File: src/rtl/vram_write_arbiter.sv
// vram_write_arbiter: shares the single VRAM write port between buffered CPU
// writes (FIFO) and a constant-byte fill engine. Writes are only issued while
// video timing reports `writable`. Contention alternates round-robin, and the
// CPU wins the first contention after reset.
//
// Handshake: a CPU write is accepted on any rising edge where cpu_valid and
// cpu_ready are both high. cpu_ready depends only on the FIFO not being full,
// so a pop in the same cycle never makes room for a push.
//
// Optional build macro VRAM_ARB_STATS_EN adds the stall_count and fifo_hwm
// statistics outputs. Without the macro, those ports and their logic are absent.
// dbg_fill_state exposes the fill FSM state (0 = IDLE, 1 = FILL).

`ifndef VRAM_ADDR_WIDTH
`define VRAM_ADDR_WIDTH 12
`endif

module vram_write_arbiter #(
  parameter int ADDR_WIDTH = `VRAM_ADDR_WIDTH,
  parameter int FIFO_DEPTH = 16
) (
  input  logic                    clk,
  input  logic                    rst,
  input  logic                    writable,
  input  logic                    cpu_valid,
  output logic                    cpu_ready,
  input  logic [ADDR_WIDTH-1:0]   cpu_addr,
  input  logic [7:0]              cpu_data,
  input  logic                    fill_start,
  input  logic [ADDR_WIDTH-1:0]   fill_base,
  input  logic [ADDR_WIDTH:0]     fill_len,
  input  logic [7:0]              fill_value,
  output logic                    fill_busy,
  output logic                    fill_done,
  output logic                    vram_we,
  output logic [ADDR_WIDTH-1:0]   vram_address,
  output logic [7:0]              vram_data,
`ifdef VRAM_ARB_STATS_EN
  output logic [15:0]             stall_count,
  output logic [$clog2(FIFO_DEPTH):0] fifo_hwm,
`endif
  output logic                    dbg_fill_state
);

  localparam int PTR_W = $clog2(FIFO_DEPTH);
  localparam int CNT_W = PTR_W + 1;
  localparam int ENT_W = ADDR_WIDTH + 8;
  localparam logic [CNT_W-1:0]      DEPTH_CNT = CNT_W'(FIFO_DEPTH);
  localparam logic [ADDR_WIDTH-1:0] ONE_ADDR  = ADDR_WIDTH'(1);
  localparam logic [ADDR_WIDTH:0]   ONE_LEN   = (ADDR_WIDTH + 1)'(1);

  typedef enum logic {
    S_IDLE = 1'b0,
    S_FILL = 1'b1
  } fill_state_e;

  // round-robin memory: which source was granted most recently
  localparam logic RR_CPU  = 1'b0;
  localparam logic RR_FILL = 1'b1;

  // ---------------- CPU FIFO ----------------
  logic [ENT_W-1:0] fifo_mem_q [FIFO_DEPTH];
  logic [CNT_W-1:0] wr_ptr_q, wr_ptr_d;
  logic [CNT_W-1:0] rd_ptr_q, rd_ptr_d;
  logic [CNT_W-1:0] fifo_count;
  logic             fifo_full;
  logic             fifo_empty;
  logic             push;
  logic [ENT_W-1:0] fifo_head;

  // ---------------- fill engine ----------------
  fill_state_e             state_q, state_d;
  logic [ADDR_WIDTH-1:0]   cur_q, cur_d;
  logic [ADDR_WIDTH:0]     rem_q, rem_d;
  logic [7:0]              val_q, val_d;
  logic                    busy_q, busy_d;
  logic                    done_q, done_d;

  // ---------------- arbitration / output ----------------
  logic                    rr_last_q, rr_last_d;
  logic                    cpu_req, fill_req;
  logic                    grant_cpu, grant_fill;
  logic                    we_q, we_d;
  logic [ADDR_WIDTH-1:0]   addr_q, addr_d;
  logic [7:0]              data_q, data_d;

  assign fifo_count = wr_ptr_q - rd_ptr_q;
  assign fifo_full  = (fifo_count == DEPTH_CNT);
  assign fifo_empty = (fifo_count == '0);
  assign cpu_ready  = !fifo_full;
  assign push       = cpu_valid && !fifo_full;
  assign fifo_head  = fifo_mem_q[rd_ptr_q[PTR_W-1:0]];

  // Requests and round-robin grant; nothing is granted outside writable windows.
  always_comb begin
    cpu_req    = !fifo_empty;
    fill_req   = (state_q == S_FILL);
    grant_cpu  = 1'b0;
    grant_fill = 1'b0;
    if (writable) begin
      if (cpu_req && fill_req) begin
        grant_cpu  = (rr_last_q == RR_FILL);
        grant_fill = (rr_last_q == RR_CPU);
      end else begin
        grant_cpu  = cpu_req;
        grant_fill = fill_req;
      end
    end
  end

  // FIFO pointer next-state: push on accepted CPU write, pop on CPU grant.
  always_comb begin
    wr_ptr_d = wr_ptr_q;
    rd_ptr_d = rd_ptr_q;
    if (push)      wr_ptr_d = wr_ptr_q + CNT_W'(1);
    if (grant_cpu) rd_ptr_d = rd_ptr_q + CNT_W'(1);
  end

  // FIFO storage; entries need no reset because the pointers define validity.
  always_ff @(posedge clk) begin
    if (rst && push) begin
      fifo_mem_q[wr_ptr_q[PTR_W-1:0]] <= {cpu_addr, cpu_data};
    end
  end

  // Fill FSM next-state: latch a job from IDLE, walk addresses on each grant.
  always_comb begin
    state_d = state_q;
    cur_d   = cur_q;
    rem_d   = rem_q;
    val_d   = val_q;
    done_d  = 1'b0;
    case (state_q)
      S_IDLE: begin
        if (fill_start) begin
          if (fill_len != '0) begin
            state_d = S_FILL;
            cur_d   = fill_base;
            rem_d   = fill_len;
            val_d   = fill_value;
          end else begin
            done_d = 1'b1;
          end
        end
      end
      S_FILL: begin
        if (grant_fill) begin
          cur_d = cur_q + ONE_ADDR;
          rem_d = rem_q - ONE_LEN;
          if (rem_q == ONE_LEN) begin
            state_d = S_IDLE;
            done_d  = 1'b1;
          end
        end
      end
      default: state_d = S_IDLE;
    endcase
    busy_d = (state_d == S_FILL);
  end

  // Output register and round-robin next-state: load the granted entry.
  always_comb begin
    we_d      = grant_cpu || grant_fill;
    addr_d    = addr_q;
    data_d    = data_q;
    rr_last_d = rr_last_q;
    if (grant_cpu) begin
      addr_d    = fifo_head[ENT_W-1:8];
      data_d    = fifo_head[7:0];
      rr_last_d = RR_CPU;
    end else if (grant_fill) begin
      addr_d    = cur_q;
      data_d    = val_q;
      rr_last_d = RR_FILL;
    end
  end

  // State registers; reset flushes the FIFO and aborts any fill silently.
  always_ff @(posedge clk) begin
    if (!rst) begin
      wr_ptr_q  <= '0;
      rd_ptr_q  <= '0;
      state_q   <= S_IDLE;
      cur_q     <= '0;
      rem_q     <= '0;
      val_q     <= '0;
      busy_q    <= 1'b0;
      done_q    <= 1'b0;
      rr_last_q <= RR_FILL;
      we_q      <= 1'b0;
      addr_q    <= '0;
      data_q    <= '0;
    end else begin
      wr_ptr_q  <= wr_ptr_d;
      rd_ptr_q  <= rd_ptr_d;
      state_q   <= state_d;
      cur_q     <= cur_d;
      rem_q     <= rem_d;
      val_q     <= val_d;
      busy_q    <= busy_d;
      done_q    <= done_d;
      rr_last_q <= rr_last_d;
      we_q      <= we_d;
      addr_q    <= addr_d;
      data_q    <= data_d;
    end
  end

  assign fill_busy      = busy_q;
  assign fill_done      = done_q;
  assign vram_we        = we_q;
  assign vram_address   = addr_q;
  assign vram_data      = data_q;
  assign dbg_fill_state = state_q;

`ifdef VRAM_ARB_STATS_EN
  logic [15:0]      stall_q, stall_d;
  logic [CNT_W-1:0] hwm_q, hwm_d;

  // Stall counter saturates; high-water mark tracks peak FIFO occupancy.
  always_comb begin
    stall_d = stall_q;
    hwm_d   = hwm_q;
    if ((cpu_req || fill_req) && !writable && (stall_q != 16'hFFFF)) begin
      stall_d = stall_q + 16'd1;
    end
    if (fifo_count > hwm_q) begin
      hwm_d = fifo_count;
    end
  end

  // Statistics registers.
  always_ff @(posedge clk) begin
    if (!rst) begin
      stall_q <= '0;
      hwm_q   <= '0;
    end else begin
      stall_q <= stall_d;
      hwm_q   <= hwm_d;
    end
  end

  assign stall_count = stall_q;
  assign fifo_hwm    = hwm_q;
`endif

endmodule

File: config.mk
export PLATFORM = sky130hd
export DESIGN_NAME = vram_write_arbiter
export DESIGN_NICKNAME = d
export VERILOG_FILES = /design/src/rtl/vram_write_arbiter.sv
export SDC_FILE = /design/constraint.sdc
export NUM_CORES = 1
export LEC_CHECK = 0
export ABC_AREA = 1
export CORE_MARGIN = 5
export CORE_UTILIZATION = 30
export CTS_BUF_LIST = sky130_fd_sc_hd__clkbuf_16
export CTS_CLUSTER_DIAMETER = 150
export CTS_CLUSTER_SIZE = 14
export DETAILED_ROUTE_END_ITERATION = 7
export HOLD_SLACK_MARGIN = 0.15
export PLACE_DENSITY_LB_ADDON = 0.2
export SYNTH_ARGS = -nofsm -noshare
export SYNTH_HDL_FRONTEND = slang
export SYNTH_SLANG_ARGS = --single-unit
File: constraint.sdc
create_clock -name clk -period 3.15 [get_ports clk]
set_input_delay 0.63 -clock clk [delete_from_list [all_inputs] [get_ports clk]]
set_output_delay 0.63 -clock clk [all_outputs]
set_load 0.02 [all_outputs]
==> flow_summary_export.csv <==
group,metric,value,unit
power_and_ir_drop,vdd_drop_max,0.000479,V
cts,cts.sinks,391,
yosys,synth_area_leaders,"edfxtp_1, nand2_1, nand3_1",
timing,setup_viol,0,
worst_setup_path,rr_startpoint,"rd_ptr_q[2]",
grt,antenna_found_initial,1,
yosys,synth_top_area_share,53.7,%
cts,cts_tree,"built",
grt,grt_pass1_wl,75200,um
cts,clk_latency,0.60,ns
yosys,netlist_area,17900,sq um
finish,drive_above_1_share,8.06,%
grt,grt_pass1_vias,12400,
yosys,yosysUniqueCellTypes,31,
yosys,synth_common_cells,"nand2_1, edfxtp_1, nand3_1",
yosys,syn_avg_cell_area,9.19,sq um
power_and_ir_drop,p_per_area,595,nW/um^2
cts,htree_levels,1,
worst_setup_path,critPathLaunch,"rd_ptr_q[2]",
placement,port_buffers,82,
yosys,yosysMostFrequentCell,"nand2_1",
worst_setup_path,worst_ep_required_time,2.52,ns
timing,post-route-min-period,2.84,ns
yosys,synth_warnings,0,
timing,finalCritPeriodShare,90.1,%
placement,dp_cells,2754,
floorplan,row_count,89,
hold_path,min_from,"val_q[1]",
yosys,async_reset_ff_share,0,%
timing,drv_slew,0,
timing,rsz0062_at_grt,"no",
route,drc,0,
yosys,synth-edff-count,320,
finish,fin_nets,2084,
route,via_per_inst,4.60,
floorplan,die_area,64600,sq um
floorplan,die_h,254,um
route,via_count,12900,
worst_setup_path,end_kind,"output pin",
worst_setup_path,worstSetupPathType,"register to output pin",
timing,timing.max_slew.rel_slack,37.1,%
timing,fmax,352,MHz
cts,clk_path_buf_depth,3,
floorplan,coreArea,59000,sq um
timing,fin_worst_skew,0.0189,ns
yosys,synth_nets,2017,
worst_setup_path,critical_path.max_fanout,6,
cts,cts_buffers,31,
yosys,ys.flop_type,"edfxtp_1",
finish,syn2layout_area_growth,14.9,%
floorplan,start_util,30.3,%
route,drtIter0Drc,928,
floorplan,fp.dieW,254,um
cts,cts_root_buffer,"clkbuf_16",
route,routed_wl,49300,um
yosys,synth_cells,1947,
timing,tns,0,ns
route,dr.pass1.iters,5,
placement,dp_hpwl,31200,um
cts,post_cts_buffers,0,
grt,grt_max_degree,170,
cts,path_clk_slew,0.07,ns
worst_setup_path,startpoint_type,"register",
placement,place.gp.congestion,0.814,
route,wire_per_inst,17.6,um
route,ant_nets,0,
yosys,ys_seq_elements,391,
power_and_ir_drop,power_leakage,0.00846,uW
timing,timing.hold.ws,0.466,ns
timing,worstMarginPinSlew,0.941,ns
run_status,status,"completed",
hold_path,worst_hold_path_type,"register to register",
grt,grtUsageTotal,14.9,%
timing,hold_viol_final,0,
finish,final-instance-count-excl-fill,2797,
yosys,ys_seq_area_share,61.6,%
cts,postCtsHoldBufs,0,
worst_setup_path,cp.arrival,2.21,ns
yosys,yosys.area.top_type,"edfxtp_1",
job,cap_violations,0,
floorplan,ios,83,
grt,grt_overflow,0,
[path summary, 6_finish.rpt]
path | cells after the start | end | slack, ns
setup reg to reg | 12 | fifo_mem_q[0][2] | 0.33
hold / removal | 2 | val_q[1] | 0.47
hold reg to reg | 2 | val_q[1] | 0.47
setup / recovery | 8 | cpu_ready | 0.31
[registers in the layout, summed over array words and instances, names as in the netlist, named ones only]
signal and count:
fifo_mem_q 320, vram_we 1, val_q 8, vram_data 8, fill_busy 1, rr_last_q 1, fill_done 1, wr_ptr_q 5
rd_ptr_q 5, cur_q 12, rem_q 13, vram_address 12
[placed cells by master, fill, tap and decap left out, types with 2 or more instances in the layout]
cell type / count
or2_2: 26
buf_4: 50
o31ai_1: 2
o21ai_0: 21
edfxtp_1: 320
nand2_1: 567
buf_12: 5
a21oi_1: 48
or2_0: 9
nand3_1: 287
nand2_2: 7
nand3_2: 18
nand4_1: 2
clkdlybuf4s50_1: 80
nor3_1: 10
dfxtp_2: 2
nor2_2: 11
xnor2_1: 3
nor3_2: 3
or2_1: 9
xor2_1: 7
dfxtp_1: 68
nand3b_1: 4
ha_1: 12
nor2_1: 157
nor4_1: 2
inv_1: 248
clkinv_1: 3
clkbuf_16: 31
nor2_4: 3
[final cells by class]
cell class,count,area (sq um)
well taps,773,967
repair buffers,137,1290
diodes,1,2.50
inverters,243,916
flip-flops and latches,391,11000
fillers,5998,38500
clock inverters,11,57.6
multi-input cells,1210,5510
clock buffers,31,776
[metrics by stage]
stage                     instance area [sq um]  utilization, %  power (uW)  worst slack (ns)
final                                     20600            34.8       12200             0.313
after CTS                                 20500            34.8       12400            0.0235
after detailed placement                  19700            33.4        8830           -0.0586
after floorplan                           17900               -        7790            -0.347
after global placement                    19700            33.4        8820            0.0593
after global routing                      20600            34.8       12900            0.0726
[timing repair]
item,4_1_cts,5_1_grt
setup endpoints to repair,21,28
pin swaps,0,0
gates resized for setup,2,4
[report_power, final]
group	switching [uW]	internal [uW]
Clock	1800	1750
Combinational	1870	931
Sequential	110	5770
Total	3770	8460
[cells by family (layout without fill, tap and decap cells)]
| kind of cell | after synthesis | count (layout) | share of synthesized area [%] |
|---|---|---|---|
| DFF | 391 | 391 | 61.6 |
| buffers and inverters | 346 | 422 | 7.92 |
| xor gates and xnor gates | 10 | 10 | 0.490 |
| other | 0 | 1 | 0 |
| AOI/OAI and AO/OA | 72 | 72 | 2.06 |
| and+or+nand+nor | 1116 | 1116 | 27.1 |
| adders and majority gates | 12 | 12 | 0.839 |
[critical path, cell delays in order, from the launching register on]
cell	delay, ns
dfxtp_1	0.35
inv_1	0.08
ha_1	0.35
or2_1	0.23
nand3_1	0.08
nand2_1	0.06
nor2_2	0.12
nand3_1	0.13
clkbuf_2	0.21
[metal layers]
layer  vias up  GRT usage, %  wire, um
li1       6402             -         -
met1      6095          21.9     23600
met2       306          23.8     22100
met3        51          2.35      2870
met4         0          2.79       748
met5         -             0         0
(Power assumes the default switching activity.)
